--- src/rtl/systolic_ctrl_pkg.sv ---
// Shared constants and FSM encodings for the systolic array sequencer.
package systolic_ctrl_pkg;

  localparam int ARRAY_N        = 4;
  localparam int DEF_DATA_WIDTH = 16;
  localparam int DEF_K_WIDTH    = 8;

  localparam logic [1:0] ST_IDLE  = 2'd0;
  localparam logic [1:0] ST_FEED  = 2'd1;
  localparam logic [1:0] ST_DRAIN = 2'd2;
  localparam logic [1:0] ST_DONE  = 2'd3;

  // Drain counter must hold 0..2N.
  function automatic int drain_cnt_width(input int n);
    return $clog2(2 * n + 1);
  endfunction

endpackage

--- src/rtl/systolic_ctrl_skew_line.sv ---
// DEPTH-stage register chain carrying data plus its valid; DEPTH 0 is a wire.
module skew_line #(
  parameter int WIDTH = 16,
  parameter int DEPTH = 1
) (
  input  logic             clk_i,
  input  logic             rst_ni,
  input  logic             valid_i,
  input  logic [WIDTH-1:0] data_i,
  output logic             valid_o,
  output logic [WIDTH-1:0] data_o
);

  if (DEPTH == 0) begin : g_wire
    logic unused_clk_rst;
    assign unused_clk_rst = clk_i ^ rst_ni;
    assign valid_o        = valid_i;
    assign data_o         = data_i;
  end else begin : g_chain
    logic [WIDTH-1:0] data_q [DEPTH];
    logic [WIDTH-1:0] data_d [DEPTH];
    logic [DEPTH-1:0] valid_q, valid_d;

    // Unqualified inputs load 0 so the chain carries 0 outside valid windows.
    always_comb begin
      data_d[0]  = valid_i ? data_i : '0;
      valid_d    = '0;
      valid_d[0] = valid_i;
      for (int s = 1; s < DEPTH; s++) begin
        data_d[s]  = data_q[s-1];
        valid_d[s] = valid_q[s-1];
      end
    end

    always_ff @(posedge clk_i or negedge rst_ni) begin
      if (!rst_ni) begin
        valid_q <= '0;
        for (int s = 0; s < DEPTH; s++) data_q[s] <= '0;
      end else begin
        valid_q <= valid_d;
        for (int s = 0; s < DEPTH; s++) data_q[s] <= data_d[s];
      end
    end

    assign valid_o = valid_q[DEPTH-1];
    assign data_o  = data_q[DEPTH-1];
  end

endmodule

--- src/rtl/systolic_ctrl.sv ---
// Sequencer for an N x N output-stationary systolic array: issues operand
// reads, skews them onto the array edges and flags when all psums are final.
//
//   state | meaning
//   IDLE  | waiting for start with nonzero K
//   FEED  | K cycles of operand reads, rd_addr = k
//   DRAIN | 2N cycles for the wavefront to reach PE(N-1,N-1)
//   DONE  | one cycle, all psums final; may restart back-to-back
module systolic_ctrl
  import systolic_ctrl_pkg::*;
#(
  parameter int N          = ARRAY_N,
  parameter int DATA_WIDTH = DEF_DATA_WIDTH,
  parameter int K_WIDTH    = DEF_K_WIDTH
) (
  input  logic                    clk_i,
  input  logic                    rst_ni,
  input  logic                    start_i,
  input  logic [K_WIDTH-1:0]      k_len_i,
  output logic                    busy_o,
  output logic                    done_o,
  output logic                    rd_en_o,
  output logic [K_WIDTH-1:0]      rd_addr_o,
  input  logic [N*DATA_WIDTH-1:0] buf_a_i,
  input  logic [N*DATA_WIDTH-1:0] buf_b_i,
  output logic [N*DATA_WIDTH-1:0] array_a_o,
  output logic [N*DATA_WIDTH-1:0] array_b_o,
  output logic [N-1:0]            array_clear_o
);

  localparam int DCW = drain_cnt_width(N);
  localparam logic [DCW-1:0] DRAIN_LAST = DCW'(2 * N - 1);

  logic [1:0]         state_q, state_d;
  logic [K_WIDTH-1:0] k_cnt_q, k_cnt_d;
  logic [K_WIDTH-1:0] k_len_q, k_len_d;
  logic [DCW-1:0]     drain_cnt_q, drain_cnt_d;
  logic               rd_valid_q, rd_valid_d;
  logic               clr_src_q, clr_src_d;
  logic               accept;

  assign accept = start_i && (k_len_i != '0);

  always_comb begin
    state_d     = state_q;
    k_cnt_d     = k_cnt_q;
    k_len_d     = k_len_q;
    drain_cnt_d = drain_cnt_q;
    case (state_q)
      ST_IDLE: begin
        if (accept) begin
          state_d = ST_FEED;
          k_len_d = k_len_i;
        end
      end
      ST_FEED: begin
        // Compare against K-1 so K = 2^K_WIDTH-1 never wraps the counter.
        if (k_cnt_q == k_len_q - K_WIDTH'(1)) begin
          state_d = ST_DRAIN;
          k_cnt_d = '0;
        end else begin
          k_cnt_d = k_cnt_q + K_WIDTH'(1);
        end
      end
      ST_DRAIN: begin
        if (drain_cnt_q == DRAIN_LAST) begin
          state_d     = ST_DONE;
          drain_cnt_d = '0;
        end else begin
          drain_cnt_d = drain_cnt_q + DCW'(1);
        end
      end
      ST_DONE: begin
        if (accept) begin
          state_d = ST_FEED;
          k_len_d = k_len_i;
        end else begin
          state_d = ST_IDLE;
        end
      end
      default: state_d = ST_IDLE;
    endcase
  end

  // Buffer data lags the read by one cycle; qualify it and the k = 0 clear.
  assign rd_valid_d = (state_q == ST_FEED);
  assign clr_src_d  = (state_q == ST_FEED) && (k_cnt_q == '0);

  always_ff @(posedge clk_i or negedge rst_ni) begin
    if (!rst_ni) begin
      state_q     <= ST_IDLE;
      k_cnt_q     <= '0;
      k_len_q     <= '0;
      drain_cnt_q <= '0;
      rd_valid_q  <= 1'b0;
      clr_src_q   <= 1'b0;
    end else begin
      state_q     <= state_d;
      k_cnt_q     <= k_cnt_d;
      k_len_q     <= k_len_d;
      drain_cnt_q <= drain_cnt_d;
      rd_valid_q  <= rd_valid_d;
      clr_src_q   <= clr_src_d;
    end
  end

  assign busy_o    = (state_q != ST_IDLE);
  assign done_o    = (state_q == ST_DONE);
  assign rd_en_o   = (state_q == ST_FEED);
  assign rd_addr_o = k_cnt_q;

  for (genvar i = 0; i < N; i++) begin : g_edge
    logic                  a_vld, b_vld, c_vld;
    logic [DATA_WIDTH-1:0] a_dat, b_dat;
    logic [0:0]            c_dat;

    skew_line #(.WIDTH(DATA_WIDTH), .DEPTH(i)) u_skew_a (
      .clk_i, .rst_ni,
      .valid_i (rd_valid_q),
      .data_i  (buf_a_i[i*DATA_WIDTH +: DATA_WIDTH]),
      .valid_o (a_vld),
      .data_o  (a_dat)
    );

    skew_line #(.WIDTH(DATA_WIDTH), .DEPTH(i)) u_skew_b (
      .clk_i, .rst_ni,
      .valid_i (rd_valid_q),
      .data_i  (buf_b_i[i*DATA_WIDTH +: DATA_WIDTH]),
      .valid_o (b_vld),
      .data_o  (b_dat)
    );

    skew_line #(.WIDTH(1), .DEPTH(i)) u_skew_clr (
      .clk_i, .rst_ni,
      .valid_i (rd_valid_q),
      .data_i  (clr_src_q),
      .valid_o (c_vld),
      .data_o  (c_dat)
    );

    assign array_a_o[i*DATA_WIDTH +: DATA_WIDTH] = a_vld ? a_dat : '0;
    assign array_b_o[i*DATA_WIDTH +: DATA_WIDTH] = b_vld ? b_dat : '0;
    assign array_clear_o[i]                      = c_vld & c_dat[0];
  end

endmodule

--- config.mk ---
export PLATFORM = sky130hd
export DESIGN_NAME = systolic_ctrl
export DESIGN_NICKNAME = d
export VERILOG_FILES = /design/src/rtl/systolic_ctrl_pkg.sv /design/src/rtl/systolic_ctrl_skew_line.sv /design/src/rtl/systolic_ctrl.sv
export SDC_FILE = /design/constraint.sdc
export NUM_CORES = 1
export LEC_CHECK = 0
export ABC_AREA = 1
export BUFFER_PORTS_ARGS = -buffer_cell sky130_fd_sc_hd__buf_2
export CORE_MARGIN = 1
export CORE_UTILIZATION = 45
export DETAILED_ROUTE_END_ITERATION = 6
export PLACE_DENSITY = 0.81
export SYNTH_ARGS = -nofsm -noshare
export SYNTH_HDL_FRONTEND = slang
export SYNTH_SLANG_ARGS = --single-unit
export TNS_END_PERCENT = 10
--- constraint.sdc ---
create_clock -name clk_i -period 5.17 [get_ports clk_i]
set_input_delay 1.034 -clock clk_i [delete_from_list [all_inputs] [get_ports clk_i]]
set_output_delay 1.034 -clock clk_i [all_outputs]
set_load 0.02 [all_outputs]
==> results by group, run 1 <==
Setup path
  • WP data required: 4140 ps
  • Slowest cell on crit path: dfrtp_1
  • CP Launch Type: flop
  • Critical R2R Launch: state_q[1]
  • Reg-to-Reg End: rd_addr_o[7]
  • Critical Path AT: between 1500 and 2000 ps
  • Critical Path Fanout Max: 33
  • Cell count of the worst reg-to-reg path: 10
  • Cells along the critical path: nand2_1 -> inv_1 -> buf_2
  • Crit path kind: reg -> out
  • Slowest stage delay, CP: 1070 ps
  • FF-to-FF setup slack: 3140 ps
  • Crit end category: output pin

Final layout
  • Layout cells sized above 1: 28.9%
  • FF+latch area: ~5600 sq um
  • # fillers: ~1500
  • Fin util: about three fifths
  • ANT cells: 0
  • Design Area, Final: 10700 sq um
  • Layout area overhead: 28.6%
  • Area of the multi-input gates: between 1500 and 2000 sq um
  • Final-stage net count: around 1300

Power
  • Gate power share: 24.4%
  • Pint: roughly 3.7 mW
  • Clk pwr share: 28.8%
  • Seq pwr share: a little under half
  • Power Total: ~5.7 mW
  • Power Dens Cells: about 530 nW/um^2
  • Sw frac: 34.6%
  • Lkg Pwr: ~7.5 nW
  • NetSw: between 1.5 and 2 mW
  • Max rail drop VDD: approximately 0.33 mV

Logic synthesis
  • Area contributors post-synth: dfrtp_1 67%, nand2_1 13%, inv_1 12%, ha_1 1.2%, clkbuf_1 1.1%
  • Top_reg_cell synth: dfrtp_1
  • Syn nets: 1022
  • Largest area contributor in the netlist: dfrtp_1
  • Ys Warns: 0
  • Syn Inst Count: 875
  • Syn Area/Cell: 9.47 sq um
  • Flops & latches, synth: 222
  • Commonest cells post-synth: 276 x nand2_1, 262 x inv_1, 222 x dfrtp_1
  • Sequential area share after synthesis: 67.1%
  • Top cell type's share of synthesized area: 67.1%
  • Asr flop ratio synth: 100%
  • Post-synth EDFFs: 0
  • Post-synthesis cell area: 8280 sq um
  • Most frequent cell after synthesis: nand2_1
  • Post-synthesis cell type count: 29

Routing
  • Vias/cell: 4.27
  • Final ANT Viol Nets: 0
  • First-pass DRT Iterations: 4
  • DR vias: 5972
  • Initial DRC count: 248
  • Remaining DRCs: 0
  • Post-Route WL: 17100 microns
  • Highest routed metal layer: met4
  • Met2 routed WL: 8730 microns
  • Wire per inst: 12.2 microns
  • WL met1: 7060 microns
  • Routed wl met3: 924 microns

Clocking
  • Root cell of the clock tree: clkbuf_16
  • Clock-pin slew of the registers on the worst-case setup and hold paths: ~60 ps
  • Worst skew pair latency: 480 ps
  • CTS Sinks: 222
  • Postcts setup bufs: 0
  • Post-CTS sizing: 0
  • Total CTS buffers: 23
  • Max clock buf depth: 3
  • CTS Hold Bufs: 0
  • Htree depth: 1
  • CTS tree: built

Global route
  • Vias in the first global route: 5658
  • GRT Overall Usage: 17.8%
  • Global route overflow: 0
  • Global-route wire length before repair: 26200 microns
  • Largest net degree at the start of global routing: 149
  • Initial antenna violation count: 0

Floorplan
  • Initial Utilization: a little under half
  • Std cell rows: 49
  • Die Ht: ~140 microns
  • Top-Level Pins: 282
  • Die width: 138 microns
  • Die footprint: 19000 sq um
  • Core area: 18000 sq um

STA
  • Fin. Hold Viols: 0
  • Max transition margin: 26.4%
  • Setup_tns: 0 ps
  • Final Hold Slack: approximately 350 ps
  • Fmax: 331 MHz
  • RSZ-0062 raised after global routing: false
  • Fin Clk Skew: 7.22 ps
  • Final Cycle Share: 58.4%
  • Minimum clock period: 3020 ps
  • # setup viols final: 0
  • Final slew viol count: 0
  • Worst Tran Pin Value: 1100 ps

Min path
  • Worst Hold Class: reg -> reg
  • Worst hold endpoint: g_edge[3].u_skew_b.data_o[5]
  • Hold path cells: 0
  • HP Start: g_edge[3].u_skew_b.g_chain.data_d[5]

Placement
  • GPL Wtd Cong: 0.818
  • Number of buffers inserted by port buffering: 281
  • DP Area: around 9900 sq um
  • DP HPWL: 12000 microns

Job
  • Max Cap Viol: 0

Status
  • Status: complete, no violations
-- placed cells by master, fill, tap and decap left out, drive strengths merged, types with 2 or more instances in the layout --
cell type  count
xnor2          2
clkbuf        33
clkinv         3
nand4          4
dfrtp        222
clkinvlp       3
xor2           9
nand3         13
o21ai         16
nand2        279
o21bai         5
inv          266
nor2          14
bufinv         2
buf          284
ha             8
-- cell type report --
class	count	share of cell area, %
clock inverter	8	0.916
multi-input combinational	357	15.0
timing repair buffer	284	13.5
inverter	266	9.38
sequential	222	52.2
tap	229	2.69
clock buffer	33	6.32
-- metrics by stage --
stage,cells,setup WS (ps)
floorplan,875,2910
global route,1399,1930
global placement,1358,2660
detailed placement,1358,2630
CTS,1399,2100
finish,1399,2150
-- cell families (layout without fill, tap and decap cells) --
kind of cell	count (synthesis)	in the layout	synth area share, %
compound gates	24	24	1.66
buf+inv	296	591	13.7
fa+ha+maj	8	8	1.21
flops	222	222	67.1
xor+xnor	11	11	1.16
mux	1	1	0.121
simple gates	313	313	15.1
-- critical path, delay by kind of cell, from the launching register on --
family / cells / cell delay [ps]
simple gates: 1 / 160
flops: 1 / 1070
buf+inv: 2 / 260
-- routing by layer --
metal / up-vias / global-route usage [%]
li1: 2972 / -
met1: 2747 / 21.6
met2: 223 / 32.0
met3: 30 / 2.72
met4: 0 / 6.17
met5: - / 0
-- power groups by stage --
stage / Clock, mW / Combinational, mW / Sequential [mW]
global route: 1.75 / 1.58 / 2.74
detailed placement: 0 / 1.39 / 2.69
floorplan: 0 / 1.13 / 2.42
CTS: 1.68 / 1.40 / 2.67
finish: 1.63 / 1.38 / 2.66
global placement: 0 / 1.33 / 2.66
-- registers in the layout, summed over array words and instances (netlist names), 2 cells and up --
signal,cells
g_edge.u_skew_b.g_chain.data_d,48
g_edge.u_skew_b.data_o,48
k_len_q,8
state_q,2
g_edge.u_skew_a.g_chain.data_d,48
g_edge.u_skew_clr.g_chain.data_d,2
g_edge.u_skew_clr.g_chain.valid_q,2
rd_addr_o,8
g_edge.u_skew_a.data_o,48
drain_cnt_q,4
-- worst max-delay path by stage --
stage          slack [ps]  cells after the start             to                                     from
4_1_cts              2100                      3  array_b_o[23]  g_edge[3].u_skew_clr.g_chain.valid_q[0]
2_1_floorplan        2910                      2   array_a_o[0]                               buf_a_i[0]
6_report             2150                      3  array_b_o[52]    g_edge[3].u_skew_a.g_chain.valid_q[2]
3_5_place_dp         2630                      3  array_b_o[23]  g_edge[3].u_skew_clr.g_chain.valid_q[0]
5_1_grt              1930                      3  array_b_o[23]  g_edge[3].u_skew_clr.g_chain.valid_q[0]
3_3_place_gp         2660                      3  array_a_o[25]  g_edge[3].u_skew_clr.g_chain.valid_q[0]
Power figures use the tool's default switching activity.
==> run 2, diff against run 1 <==
==> constraint.sdc (replaced) <==
create_clock -name clk_i -period 2.85 [get_ports clk_i]
set_input_delay 0.57 -clock clk_i [delete_from_list [all_inputs] [get_ports clk_i]]
set_output_delay 0.57 -clock clk_i [all_outputs]
set_load 0.02 [all_outputs]
==> run 2 against run 1 <==
Compared with the run above:
- register-to-register slack got worse by 2300 ps
- worst hold slack got worse by 300 ps
- first-iteration DRC count decreased by 43%
- largest power group unchanged
- wire length decreased by 0.77%
- critical path type unchanged
==> results by group, run 2 (synthesis gave the netlist of run 1 again) <==
Status
  • Status: complete, no violations (unchanged)

Clocking
  • Post-CTS sizing: 0 (unchanged)
  • Clock-pin slew of the registers on the worst-case setup and hold paths: 60 ps (about the same)
  • CTS Sinks: 222 (unchanged)
  • Total CTS buffers: 23 (unchanged)
  • Htree depth: 1 (unchanged)
  • CTS tree: built (unchanged)
  • Root cell of the clock tree: clkbuf_16 (unchanged)
  • Max clock buf depth: 3 (unchanged)
  • CTS Hold Bufs: 0 (unchanged)
  • Postcts setup bufs: 0 (unchanged)
  • Worst skew pair latency: 490 ps (was 480 ps)

Routing
  • Initial DRC count: 141 (was 248)
  • Post-Route WL: 17000 microns (was 17100 microns)
  • Highest routed metal layer: met4 (unchanged)
  • WL met1: 6780 microns (was 7060 microns)
  • Routed wl met3: 1030 microns (was 924 microns)
  • Remaining DRCs: 0 (unchanged)
  • Vias/cell: 4.28 (was 4.27)
  • DR vias: 6005 (was 5972)
  • First-pass DRT Iterations: 4 (unchanged)
  • Wire per inst: 12.1 microns (was 12.2 microns)
  • Final ANT Viol Nets: 0 (unchanged)
  • Met2 routed WL: 8950 microns (was 8730 microns)

Setup path
  • Cells along the critical path: buf_4 -> nand2_1 -> inv_1 -> buf_2 (was nand2_1 -> inv_1 -> buf_2)
  • Critical Path AT: 1820 ps (was 1980 ps)
  • Critical R2R Launch: state_q[1] (unchanged)
  • Crit end category: output pin (unchanged)
  • Reg-to-Reg End: rd_addr_o[7] (unchanged)
  • CP Launch Type: flop (unchanged)
  • Slowest cell on crit path: dfrtp_1 (unchanged)
  • Crit path kind: reg -> out (unchanged)
  • Cell count of the worst reg-to-reg path: 10 (unchanged)
  • FF-to-FF setup slack: 870 ps (was 3140 ps)
  • Critical Path Fanout Max: 17 (was 33)
  • Slowest stage delay, CP: 740 ps (was 1070 ps)
  • WP data required: 2280 ps (was 4140 ps)

STA
  • Max transition margin: 42.6% (was 26.4%)
  • Final slew viol count: 0 (unchanged)
  • Fin Clk Skew: 9.54 ps (was 7.22 ps)
  • Fmax: 419 MHz
  • # setup viols final: 0 (unchanged)
  • Final Cycle Share: a little over four fifths
  • Minimum clock period: around 2400 ps
  • Setup_tns: 0 ps (unchanged)
  • RSZ-0062 raised after global routing: false (unchanged)
  • Fin. Hold Viols: 0 (unchanged)
  • Worst Tran Pin Value: 861 ps (was 1100 ps)

Power
  • Seq pwr share: 44.7% (was 46.9%)
  • Power Dens Cells: 959 nW/um^2 (was 533 nW/um^2)
  • NetSw: 3.51 mW (was 1.96 mW)
  • Pint: 6.73 mW (was 3.71 mW)
  • Gate power share: 26.8% (was 24.4%)
  • Clk pwr share: 28.5% (was 28.8%)
  • Lkg Pwr: 7.58 nW (was 7.54 nW)
  • Sw frac: 34.3% (was 34.6%)
  • Max rail drop VDD: 0.631 mV (was 0.335 mV)

Job
  • Max Cap Viol: 0 (unchanged)

Final layout
  • Fin util: 59.3% (was 59.1%)
  • Layout area overhead: 29.0% (was 28.6%)
  • ANT cells: 0 (unchanged)
  • Final-stage net count: 1307 (was 1301)
  • Most frequent cells in the layout: 280 x buf_2, 276 x nand2_1, 262 x inv_1 (unchanged)
  • Most common cell after layout, fill and taps aside: buf_2 (unchanged)
  • Layout cells sized above 1: 29.1% (was 28.9%)

Global route
  • Initial antenna violation count: 0 (unchanged)
  • GRT Overall Usage: 17.4% (was 17.8%)
  • Largest net degree at the start of global routing: 87 (was 149)
  • Global-route wire length before repair: 25600 microns (was 26200 microns)
  • Vias in the first global route: 5525 (was 5658)
  • Global route overflow: 0 (unchanged)

Floorplan
  • Die width: 138 microns (unchanged)
  • Core area: 18000 sq um (unchanged)
  • Die Ht: 138 microns (unchanged)
  • Std cell rows: 49 (unchanged)
  • Initial Utilization: 46.0% (unchanged)
  • Die footprint: 19000 sq um (unchanged)
  • Top-Level Pins: 282 (unchanged)

Placement
  • Number of buffers inserted by port buffering: 281 (unchanged)
  • GPL Wtd Cong: 0.873 (was 0.818)
  • DP HPWL: 12200 microns (was 12000 microns)

Min path
  • Worst Hold Class: in -> async (was reg -> reg)
## run 2: metrics by stage
| stage | instance area, sq um | hold WS, ps | cells | total power, mW | setup WS (ps) |
|---|---|---|---|---|---|
| after floorplan | 8280 | 274 | 875 | 6.44 | 1050 |
| after global placement | 9940 | 331 | 1364 | 7.27 | 938 |
| after detailed placement | 9940 | 335 | 1364 | 7.41 | 888 |
| after CTS | 10700 | 63.8 | 1404 | 10.4 | 381 |
| after global routing | 10700 | 77.8 | 1404 | 10.9 | 252 |
| final | 10700 | 41.4 | 1404 | 10.2 | 462 |
## run 2: how the worst max path moves through the flow
stage	start	end	depth (start not counted)	slack, ps
6_report	g_edge[3].u_skew_a.g_chain.valid_q[2]	array_a_o[57]	4	460
4_1_cts	g_edge[3].u_skew_a.g_chain.valid_q[2]	array_a_o[57]	4	380
3_5_place_dp	state_q[1]	rd_addr_o[7]	10	890
5_1_grt	g_edge[3].u_skew_a.g_chain.valid_q[2]	array_a_o[51]	4	250
3_3_place_gp	g_edge[3].u_skew_a.g_chain.valid_q[2]	array_b_o[52]	4	940
2_1_floorplan	state_q[1]	rd_addr_o[7]	11	1050
## run 2: per-layer routing
| metal | up-vias | GRT usage (%) |
|---|---|---|
| met5 | - | 0 |
| met4 | 0 | 4.40 |
| met3 | 19 | 3.05 |
| met2 | 211 | 32.6 |
| met1 | 2797 | 20.4 |
| li1 | 2978 | - |
## run 2: power groups by stage
stage          registers, mW  logic (mW)  clock network (mW)
5_1_grt                 4.71        3.12                3.12
3_5_place_dp            4.66        2.75                   0
2_1_floorplan           4.40        2.05                   0
4_1_cts                 4.60        2.77                3.00
3_3_place_gp            4.60        2.67                   0
6_report                4.58        2.74                2.92
## run 2: layout make-up
class | instances | area [sq um]
Timing Repair Buffer | 290 | 1500
Multi-Input combinational cell | 357 | 1600
Fill cell | 1528 | 7340
Clock buffer | 33 | 663
Inverter | 266 | 998
Clock inverter | 7 | 85.1
Sequential cell | 222 | 5560
Tap cell | 229 | 287
## run 2: worst max-delay path, delay by kind of cell (launching register included)
family,cells,cell delay (ps)
flops,1,740
buf+inv,3,510
simple gates,1,80
